--- src/rtl/fft_pkg.sv ---
// Shared constants, FSM state encoding and output-pipeline entry layout for the
// 32-point MDC FFT front-end controller.
package fft_pkg;

    localparam int N     = 32;
    localparam int LOG2N = 5;
    localparam int HALF  = 16;

    typedef enum logic [1:0] {
        ST_IDLE  = 2'd0,
        ST_RUN   = 2'd1,
        ST_FLUSH = 2'd2
    } state_t;

    // One butterfly output pair in flight: valid, pair index, last-of-frame
    typedef struct packed {
        logic                 v;
        logic [LOG2N-2:0]     idx;
        logic                 last;
    } pipe_ent_t;

    localparam int ENT_W = $bits(pipe_ent_t);

endpackage

--- src/rtl/fft_ctrl_pipe.sv ---
// LATENCY-deep shift register that carries {v, idx, last} alongside the FFT datapath
// so the controller can flag outputs; synchronous clear drops everything in flight.
module fft_ctrl_pipe
    import fft_pkg::*;
#(
    parameter int LATENCY = 24
) (
    input  logic             clk,
    input  logic             rst,
    input  logic [ENT_W-1:0] i_ent,
    output logic [ENT_W-1:0] o_ent
);

    logic [ENT_W-1:0] r_sr [LATENCY];

    always_ff @(posedge clk) begin
        if (rst) begin
            for (int i = 0; i < LATENCY; i++) r_sr[i] <= '0;
        end else begin
            r_sr[0] <= i_ent;
            for (int i = 1; i < LATENCY; i++) r_sr[i] <= r_sr[i-1];
        end
    end

    assign o_ent = r_sr[LATENCY-1];

endmodule

--- src/rtl/fft32_mdc_ctrl.sv ---
// Sequencer for the 32-point MDC FFT front end: sample counter, commutator/twiddle decode,
// flush timer, gap detection. Define FFT_CTRL_ERR_CNT_EN to add the saturating err_cnt port.
module fft32_mdc_ctrl
    import fft_pkg::*;
#(
    parameter int LATENCY = 24,
    parameter int ERR_W   = 8
) (
    input  logic             clk,
    input  logic             rst,
    input  logic             in_valid,
    output logic             in_ready,
    output logic             flag_in_com1,
    output logic             flag_in_com2,
    output logic             flag_switch_state2_1,
    output logic [3:0]       rom_16_counter,
    output logic             out_valid,
    output logic [3:0]       out_index,
    output logic             frame_done,
    output logic             busy,
    output logic             err_gap
`ifdef FFT_CTRL_ERR_CNT_EN
    ,
    output logic [ERR_W-1:0] err_cnt
`endif
);

    if (LATENCY < 1 || ERR_W < 1) begin : g_param_check
        $error("fft32_mdc_ctrl: LATENCY and ERR_W must be >= 1");
    end

    localparam int               FW         = (LATENCY > 1) ? $clog2(LATENCY) : 1;
    localparam logic [FW-1:0]    FLUSH_LAST = FW'(LATENCY - 1);

    state_t            r_state, w_state_nxt;
    logic [LOG2N-1:0]  r_cnt, w_cnt_nxt;
    logic [FW-1:0]     r_flush, w_flush_nxt;
    logic              r_err_gap, w_gap;
    logic              w_run, w_accept;
    pipe_ent_t         w_push, w_pop;

    always_ff @(posedge clk) begin
        if (rst) begin
            r_state   <= ST_IDLE;
            r_cnt     <= '0;
            r_flush   <= '0;
            r_err_gap <= 1'b0;
        end else begin
            r_state   <= w_state_nxt;
            r_cnt     <= w_cnt_nxt;
            r_flush   <= w_flush_nxt;
            r_err_gap <= w_gap;
        end
    end

    always_comb begin
        w_state_nxt = r_state;
        w_cnt_nxt   = r_cnt;
        w_flush_nxt = r_flush;
        w_gap       = 1'b0;
        case (r_state)
            ST_IDLE: begin
                if (in_valid) begin
                    w_state_nxt = ST_RUN;
                    w_cnt_nxt   = LOG2N'(1);
                end
            end
            ST_RUN: begin
                if (in_valid) begin
                    w_cnt_nxt = r_cnt + 1'b1;
                end else begin
                    // A drop exactly on the frame boundary (cnt wrapped to 0) is a clean end
                    w_state_nxt = ST_FLUSH;
                    w_cnt_nxt   = '0;
                    w_flush_nxt = '0;
                    w_gap       = (r_cnt != '0);
                end
            end
            ST_FLUSH: begin
                if (r_flush == FLUSH_LAST) w_state_nxt = ST_IDLE;
                else                       w_flush_nxt = r_flush + 1'b1;
            end
            default: w_state_nxt = ST_IDLE;
        endcase
    end

    assign w_run          = (r_state == ST_RUN);
    assign in_ready       = (r_state != ST_FLUSH);
    assign busy           = (r_state != ST_IDLE);
    assign flag_in_com1   = w_run & ~r_cnt[LOG2N-1];
    assign flag_in_com2   = w_run &  r_cnt[LOG2N-1];
    assign rom_16_counter = flag_in_com2 ? r_cnt[LOG2N-2:0] : '0;
    assign err_gap        = r_err_gap;
    assign w_accept       = in_valid & in_ready;

    // Only second-half samples produce a butterfly output pair
    always_comb begin
        w_push      = '0;
        w_push.v    = w_accept & r_cnt[LOG2N-1];
        w_push.idx  = w_push.v ? r_cnt[LOG2N-2:0] : '0;
        w_push.last = w_push.v & (r_cnt == LOG2N'(N - 1));
    end

    fft_ctrl_pipe #(
        .LATENCY (LATENCY)
    ) u_pipe (
        .clk   (clk),
        .rst   (rst),
        .i_ent (w_push),
        .o_ent (w_pop)
    );

    assign out_valid            = w_pop.v;
    assign out_index            = w_pop.idx;
    assign frame_done           = w_pop.v & w_pop.last;
    assign flag_switch_state2_1 = w_pop.idx[3];

`ifdef FFT_CTRL_ERR_CNT_EN
    logic [ERR_W-1:0] r_err_cnt;

    always_ff @(posedge clk) begin
        if (rst)                                          r_err_cnt <= '0;
        else if (r_err_gap && (r_err_cnt != {ERR_W{1'b1}})) r_err_cnt <= r_err_cnt + 1'b1;
    end

    assign err_cnt = r_err_cnt;
`endif

endmodule
--- config.mk ---
export PLATFORM = sky130hd
export DESIGN_NAME = fft32_mdc_ctrl
export DESIGN_NICKNAME = d
export VERILOG_FILES = /design/src/rtl/fft_pkg.sv /design/src/rtl/fft_ctrl_pipe.sv /design/src/rtl/fft32_mdc_ctrl.sv
export SDC_FILE = /design/constraint.sdc
export NUM_CORES = 1
export LEC_CHECK = 0
export CAP_MARGIN = 25
export CORE_MARGIN = 3
export CORE_UTILIZATION = 45
export DETAILED_ROUTE_END_ITERATION = 6
export PLACE_DENSITY = 0.62
export SYNTH_ARGS = -nofsm -noshare
export SYNTH_HDL_FRONTEND = slang
export SYNTH_SLANG_ARGS = --single-unit
--- constraint.sdc ---
create_clock -name clk -period 2.1 [get_ports clk]
set_input_delay 0.21 -clock clk [delete_from_list [all_inputs] [get_ports clk]]
set_output_delay 0.21 -clock clk [all_outputs]
set_load 0.1 [all_outputs]
==> out/results.txt, run 1 <==
status: finished, final reports clean
adder-cell area share of the yosys netlist: 1.09%
hold depth: 2
Vias: 2447
Final Wtd Congestion: 0.779
largest net degree at the start of global routing: 131
Tot Pwr: 5.90 mW
global routing usage on met1: 13.3%
vias per cell: 4.44
share of power burned in registers: 50.7%
Compound-Gate Fraction of Synth Area: 2.61%
Post-CTS Hold Fix Bufs: 0
TritonCTS clock tree: yes
Pleak: 2.15 nW
Worst-path clk slew: 0.06 ns
Max Root-Sink Buffers: 2
CTS H-tree lvls: 4
top cell type's share of synthesized area: 68.4%
dominant synthesized flop cell: dfxtp_1
netlist area before placement: 4600 sq um
DRT Pass-1 Iters: 4
number of synthesized flops with an enable pin: 0
drt first-iter violations: 88
setup TNS: 0 ns
Cell Rows: 36
final worst path period share: 92.5%
DRC Markers: 0
Post-Synth Simple-Gate Area: 24.9%
RSZ-0062 raised after global routing: false
warnings from Yosys: 0
clk root buf: clkbuf_8
cts bufs inserted: 17
synthesis-stage register bit count: 157
Hold Slack: 0.0497 ns
Area Growth Syn to Fin: 18.5%
clock network power share: 47.2%
Final Non-Filler Cells: 551
Clock Sinks: 157
final net count: 412
setup violators final: 0
Seq/Total Area, Yosys: 68.4%
Worst Path Required: 1.89 ns
global route total overflow: 0
most frequent cell after synthesis: dfxtp_1
die height: 107 um
Post-Synthesis Cells: 391
Critical Path Sink Type: output pin
Max-Cap Viols: 0
Slew headroom: 67.5%
Synth cell types: 39
placed insts: 519
initial antenna violation count: 0
grt peak-use layer: met2
CP Launch Type: register
GRT met2 Usage: 16.2%
Switching Power: 1.30 mW
Yosys top cell by area: dfxtp_1
FF-to-FF setup slack: 0.55 ns
Worst Tran Pin Value: 0.488 ns
Synth area leaders: dfxtp_1, nor2b_1, clkbuf_1
worst hold path class: in2reg
net count after synthesis: 398
Gate power share: 2.1%
clock period minus worst slack: 1.94 ns
hpwl dp: 2910 um
first-pass GRT wire length: 10000 um
die area: 11500 sq um
io pins: 19
ANT cells: 0
Detailed Route WL: 5710 um
met3 GRT Util: 5.54%
clk_lat worst skew: 0.51 ns
Slew Limit Fails: 0
crit path DAT: 1.73 ns
layout cells sized above 1: 12.4%
XOR/XNOR Fraction of Synth Area: 0%
core outline area: 9860 sq um
fmax: 515 MHz
internal power: 4.61 mW
pwr dens: 1080 nW/um^2
setup bufs post-CTS: 0
post-cts sizing count: 0
WS Path Type: reg2out
Post-Syn Area per Cell: 11.8 sq um
main combinational cell family by area after synthesis: simple AND/OR/NAND/NOR gates
GRT Total Usage: 11.4%
Setup Skew: 0.00779 ns
Net Sw Frac: 22.0%
Final Hold Vio Count: 0
top cells by instance count after synthesis: dfxtp_1, nor2b_1, clkbuf_1
IO Port Bufs: 18
critical path fanouts, max: 10
vias in the first global route: 2236
mux contribution to synthesized area: 0.218%
final core occ: 55.2%
average wire per standard cell: 10.4 um
reg2reg path depth: 3
peak supply drop: 0.497 mV
die width: 107 um
starting density of the core: 46.6%
Final ANT Viol Nets: 0
async set-reset flop share out of synthesis: 0%
[cell usage in the layout (no fill, tap or decap), types with 2 or more instances in the layout]
cell	Yosys	layout
clkinv_2	0	2
o21bai_1	2	2
clkbuf_16	0	16
nor2_1	6	6
a32oi_1	2	2
nor4b_1	2	2
a31oi_1	3	3
clkinv_4	0	2
and2_1	7	7
ha_1	4	4
and4b_1	2	2
nand3_1	7	7
nand2_1	2	2
buf_4	4	11
buf_12	0	8
inv_1	2	2
nor2b_1	140	140
and2b_1	2	2
inv_6	0	4
dfxtp_1	157	157
and3_1	5	5
or3_1	2	2
o21ai_0	2	2
clkinvlp_4	0	4
a21oi_1	2	2
[routing by layer]
layer,share of wire (%),vias up
met4,2.9,0
met2,43,29
met3,3.5,11
li1,-,1261
met5,0,-
met1,51,1146
[worst max-delay path, cell delays in order (launching register included)]
cell	delay, ns
dfxtp_1	0.51
and2b_1	0.30
and3_1	0.24
buf_12	0.17
[area by class of cell]
type | instances | area (sq um)
multi-input combinational | 206 | 1320
clock buffer | 18 | 418
timing repair buffer | 20 | 253
sequential | 157 | 3140
inverter | 3 | 11.3
fill | 838 | 4420
clock inverter | 14 | 134
tap | 133 | 166
[sequential cells by signal, indices dropped and copies added (netlist names)]
name and cells:
u_pipe.r_sr 144, r_cnt 5, r_flush 5, r_state 2, err_gap 1
[power by group through the flow]
stage / registers, mW / clock network [mW] / logic, mW
4_1_cts: 2.99 / 2.87 / 0.128
6_report: 2.99 / 2.78 / 0.126
3_5_place_dp: 3.06 / 0 / 0.128
5_1_grt: 2.99 / 3.02 / 0.139
2_1_floorplan: 3.06 / 0 / 0.100
3_3_place_gp: 3.06 / 0 / 0.126
[worst paths after layout]
check | to | from
worst max register to register | r_flush[3] | r_state[0]
worst min register to register | u_pipe.r_sr[0][93] | u_pipe.r_sr[0][87]
worst max-delay path | rom_16_counter[1] | r_state[1]
worst min-delay path | r_cnt[1] | rst
[metrics by stage]
step / setup WS, ns / area, sq um
CTS: 0.141 / 5450
detailed placement: 0.374 / 4900
finish: 0.157 / 5450
floorplan: 0.00166 / 4600
global placement: 0.404 / 4900
global route: 0.0594 / 5450
[logic make-up after synthesis]
family,after synthesis
buffers and inverters,28
multiplexers,1
flip-flops,157
AO/OA/AOI/OAI,17
AND/OR/NAND/NOR,184
adder cells (fa/ha/maj),4
No activity file was read; power rests on OpenSTA's default activity.
==> run 2, diff against run 1 <==
- HOLD_SLACK_MARGIN: default -> 0.08
==> run 2 against run 1 <==
Against the previous run:
- hold slack gained 0.38 ns
- sequential cell count unchanged
- maximum frequency fell by 0.48%
- global-route usage is essentially flat
- first-iteration DRC count fell by 11%
- largest power group unchanged
- largest cell class unchanged
- sequential power barely moved
- critical path depth is the same
- final area is 0.18% higher
==> out/results.txt, run 2 (same netlist as run 1, synthesis figures left out) <==
vias in the first global route: 2248
CP Depth: 3
final net count: 413
clk root buf: clkbuf_8
CP cell instances: and2b_1 > and3_1 > buf_12
CP max stage cell: dfxtp_1
worst hold path class: reg2reg
Setup Skew: 0.00784 ns
CP Buf/Inv Count: 1
most frequent cells in the layout: dfxtp_1, nor2b_1, clkbuf_16
global routing usage on met1: 13.3%
Final ANT Viol Nets: 0
hold depth: 1
Pleak: 2.16 nW
WS Path Type: reg2out
Max Root-Sink Buffers: 2
RSZ-0062 raised after global routing: false
max reg flops: 144
io pins: 19
setup TNS: 0 ns
IO Port Bufs: 18
clock period minus worst slack: 1.95 ns
Worst-path clk slew: 0.07 ns
Worst Path Required: 1.89 ns
initial antenna violation count: 0
vias per cell: 4.45
setup violators final: 0
status: finished, final reports clean
die height: 107 um
pwr dens: 1080 nW/um^2
die width: 107 um
Largest regs: u_pipe.r_sr (144), r_cnt (5), r_flush (5)
grt peak-use layer: met2
GRT Total Usage: 11.4%
DRC Markers: 0
Slew headroom: 66.6%
Detailed Route WL: 5740 um
Clock Sinks: 157
Final Wtd Congestion: 0.779
CP Launch Type: register
Final Hold Vio Count: 0
TritonCTS clock tree: yes
Top Family by Delay on Critical Path: simple AND/OR/NAND/NOR gates
CTS H-tree lvls: 4
GRT met2 Usage: 16.3%
critical path fanouts, max: 10
drt first-iter violations: 78
placed insts: 519
Slew Limit Fails: 0
reg2reg path depth: 3
Area Growth Syn to Fin: 18.7%
Max-Cap Viols: 0
largest net degree at the start of global routing: 131
Vias: 2454
layout cells sized above 1: 12.4%
met3 GRT Util: 5.54%
hpwl dp: 2910 um
core outline area: 9860 sq um
Final Non-Filler Cells: 552
average wire per standard cell: 10.4 um
Critical Path Sink Type: output pin
peak supply drop: 0.497 mV
post-cts sizing count: 0
final worst path period share: 93.0%
cts bufs inserted: 17
ANT cells: 0
die area: 11500 sq um
global route total overflow: 0
first-pass GRT wire length: 10000 um
fillers: 837
most common cell after layout, fill and taps aside: dfxtp_1
Cell Rows: 36
clk_lat worst skew: 0.51 ns
DRT Pass-1 Iters: 4
CP peak stage delay: 0.52 ns
Biggest register: u_pipe.r_sr
crit path DAT: 1.74 ns
starting density of the core: 46.6%
Worst Tran Pin Value: 0.502 ns
fmax: 512 MHz
[run 2: cell count changes in the layout (fill, tap and decap cells not counted)]
cell           delta
dlygate4sd3_1     +1
[run 2: final timing paths]
check / from / endpoint / slack [ns]
max: r_state[1] / rom_16_counter[2] / 0.15
min: u_pipe.r_sr[0][87] / u_pipe.r_sr[0][93] / 0.43
max reg2reg: r_state[1] / r_flush[3] / 0.55
min reg2reg: u_pipe.r_sr[0][87] / u_pipe.r_sr[0][93] / 0.43
[run 2: stage by stage]
step	hold slack [ns]	util [%]	total power, mW	area (sq um)	setup WS (ns)
after floorplan	0.414	-	3.16	4600	0.00166
after CTS	0.437	55.3	5.99	5460	0.141
final	0.429	55.3	5.90	5460	0.147
after global routing	0.450	55.3	6.15	5460	0.0594
after global placement	0.416	49.6	3.18	4900	0.404
after detailed placement	0.423	49.6	3.19	4900	0.374
[run 2: power breakdown]
| part | internal, mW | switching, mW | total [mW] |
|---|---|---|---|
| sequential | 2.98 | 0.00997 | 2.99 |
| combinational | 0.0342 | 0.0935 | 0.128 |
| clock | 1.59 | 1.19 | 2.78 |
[run 2: metal layers]
layer	up-vias	wire [um]
li1	1264	-
met1	1151	2930
met2	28	2450
met3	11	190
met4	0	170
met5	-	0
[run 2: area by class of cell]
class	instances	area, sq um	share of cell area, %
timing repair buffer	21	263	4.81
tap	133	166	3.05
sequential	157	3140	57.6
inverter	3	11.3	0.206
clock inverter	14	134	2.45
multi-input combinational	206	1320	24.2
clock buffer	18	418	7.66
[run 2: timing repair]
action	CTS	global route
hold endpoints to repair	18	0
hold buffers	1	0
endpoints found under the setup margin	0	0
buffers inserted	0	0
[run 2: worst reg2reg max path: stages, from the launching register on]
cell and delay (ns):
dfxtp_1 0.41, or3b_1 0.52, a2111o_1 0.40, a31oi_1 0.16
==> run 3, diff against run 2 <==
- SETUP_SLACK_MARGIN: default -> 0.05
==> run 3 against run 2 <==
Against the previous run:
- clock power up 15%
- via count up 0.90%
- clock skew shrank 0.0014 ns
- critical path type unchanged
- critical endpoint is now rom_16_counter[1]
- largest power group is now clock
==> out/results.txt, run 3 (same netlist as run 1, synthesis figures left out) <==
RSZ-0062 raised after global routing: false
die width: 107 um
fmax: 527 MHz
clk_lat worst skew: 0.51 ns
max reg flops: 144
vias in the first global route: 2460
first-pass GRT wire length: 10700 um
Worst-path clk slew: 0.06 ns
Final Hold Vio Count: 0
Slew Limit Fails: 0
Worst Path Required: 1.89 ns
FF-to-FF setup slack: 0.56 ns
status: finished, final reports clean
starting density of the core: 46.6%
die area: 11500 sq um
layout cells sized above 1: 12.1%
global route total overflow: 0
setup bufs post-CTS: 0
clock period minus worst slack: 1.90 ns
peak supply drop: 0.902 mV
post-cts sizing count: 0
most frequent cells in the layout: dfxtp_1, nor2b_1, clkbuf_16
critical path fanouts, max: 10
vias per cell: 4.48
pwr dens: 1140 nW/um^2
Final ANT Viol Nets: 0
end point of the critical path: rom_16_counter[1]
Pleak: 2.20 nW
io pins: 19
grt peak-use layer: met2
die height: 107 um
most common cell after layout, fill and taps aside: dfxtp_1
cts bufs inserted: 17
ANT cells: 0
Final Wtd Congestion: 0.764
GRT met2 Usage: 18.3%
setup violators final: 0
Largest regs: u_pipe.r_sr (144), r_cnt (5), r_flush (5)
final worst path period share: 90.3%
drt first-iter violations: 64
Tot Pwr: 6.32 mW
global routing usage on met1: 13.6%
average wire per standard cell: 10.5 um
hold depth: 1
Detailed Route WL: 5830 um
initial antenna violation count: 0
final net count: 414
clk root buf: clkbuf_8
CP cell instances: and2b_1 > and3_1 > buf_12
Area Growth Syn to Fin: 20.6%
reg2reg path depth: 3
largest net degree at the start of global routing: 81
WS Path Type: reg2out
core outline area: 9860 sq um
crit path from: r_state[1]
CP max stage cell: dfxtp_1
Setup Skew: 0.00643 ns
Max Root-Sink Buffers: 2
Cell Rows: 36
Biggest register: u_pipe.r_sr
GRT Total Usage: 11.9%
crit path DAT: 1.69 ns
Worst Tran Pin Value: 0.403 ns
Slew headroom: 73.1%
Worst R2R Start: r_state[0]
setup TNS: 0 ns
DRC Markers: 0
Clock Sinks: 157
DRT Pass-1 Iters: 4
placed cell area: 4910 sq um
Hold Slack: 0.430 ns
met3 GRT Util: 4.88%
placed insts: 520
IO Port Bufs: 18
Final Non-Filler Cells: 553
Max-Cap Viols: 0
Final Cell Area: 5550 sq um
CP peak stage delay: 0.46 ns
TritonCTS clock tree: yes
CP Launch Type: register
Vias: 2476
RR Endpoint: r_flush[3]
worst hold path class: reg2reg
hpwl dp: 3080 um
CTS H-tree lvls: 4
Critical Path Sink Type: output pin
## run 3: cell types whose count changed in the layout (fill, tap and decap cells not counted)
cell / before / now
buf_4: 11 / 12
bufinv_16: 1 / 5
clkbuf_1: 1 / 4
clkbuf_8: 1 / 2
clkinv_2: 2 / 1
clkinv_4: 2 / 0
clkinvlp_4: 4 / 3
inv_6: 4 / 1
inv_8: 1 / 0
nor2_1: 6 / 5
nor2_2: 0 / 1
## run 3: stage by stage
stage / worst slack, ns / util, %
global placement: 0.395 / 49.7
floorplan: 0.0983 / -
detailed placement: 0.368 / 49.7
CTS: 0.165 / 56.2
global route: 0.117 / 56.2
finish: 0.203 / 56.2
## run 3: report_power, final
part           internal [mW]  switching [mW]  leakage [nW]  total (mW)
combinational         0.0358          0.0953         0.635       0.131
clock                   2.08            1.11         0.296        3.20
sequential              2.98         0.00898          1.26        2.99
## run 3: timing repair
action | 4_1_cts | 5_1_grt
hold buffers | 1 | 0
hold endpoints to repair | 16 | 0
setup endpoints to repair | 0 | 0
## run 3: worst max-delay path, delay by kind of cell, from the launching register on
family	cells	cell delay [ns]
AND/OR/NAND/NOR	2	0.54
buffers and inverters	1	0.17
flip-flops	1	0.46
## run 3: worst min-delay path by stage
stage                              from                   to
finish               u_pipe.r_sr[0][12]   u_pipe.r_sr[0][18]
global route        u_pipe.r_sr[0][122]  u_pipe.r_sr[0][128]
CTS                  u_pipe.r_sr[0][77]   u_pipe.r_sr[0][83]
detailed placement   u_pipe.r_sr[0][77]   u_pipe.r_sr[0][83]
global placement     u_pipe.r_sr[0][71]   u_pipe.r_sr[0][77]
floorplan            u_pipe.r_sr[0][94]  u_pipe.r_sr[0][100]
## run 3: cell type report
class / instances / area [sq um]
flip-flops and latches: 157 / 3140
repair buffers: 22 / 270
multi-input cells: 206 / 1330
inverters: 3 / 11.3
clock buffers: 22 / 443
fillers: 825 / 4320
clock inverters: 10 / 186
well taps: 133 / 166
## run 3: routing by layer
metal / routed length, um / up-vias
li1: - / 1260
met5: 0 / -
met4: 161 / 0
met1: 2810 / 1161
met3: 243 / 17
met2: 2620 / 38
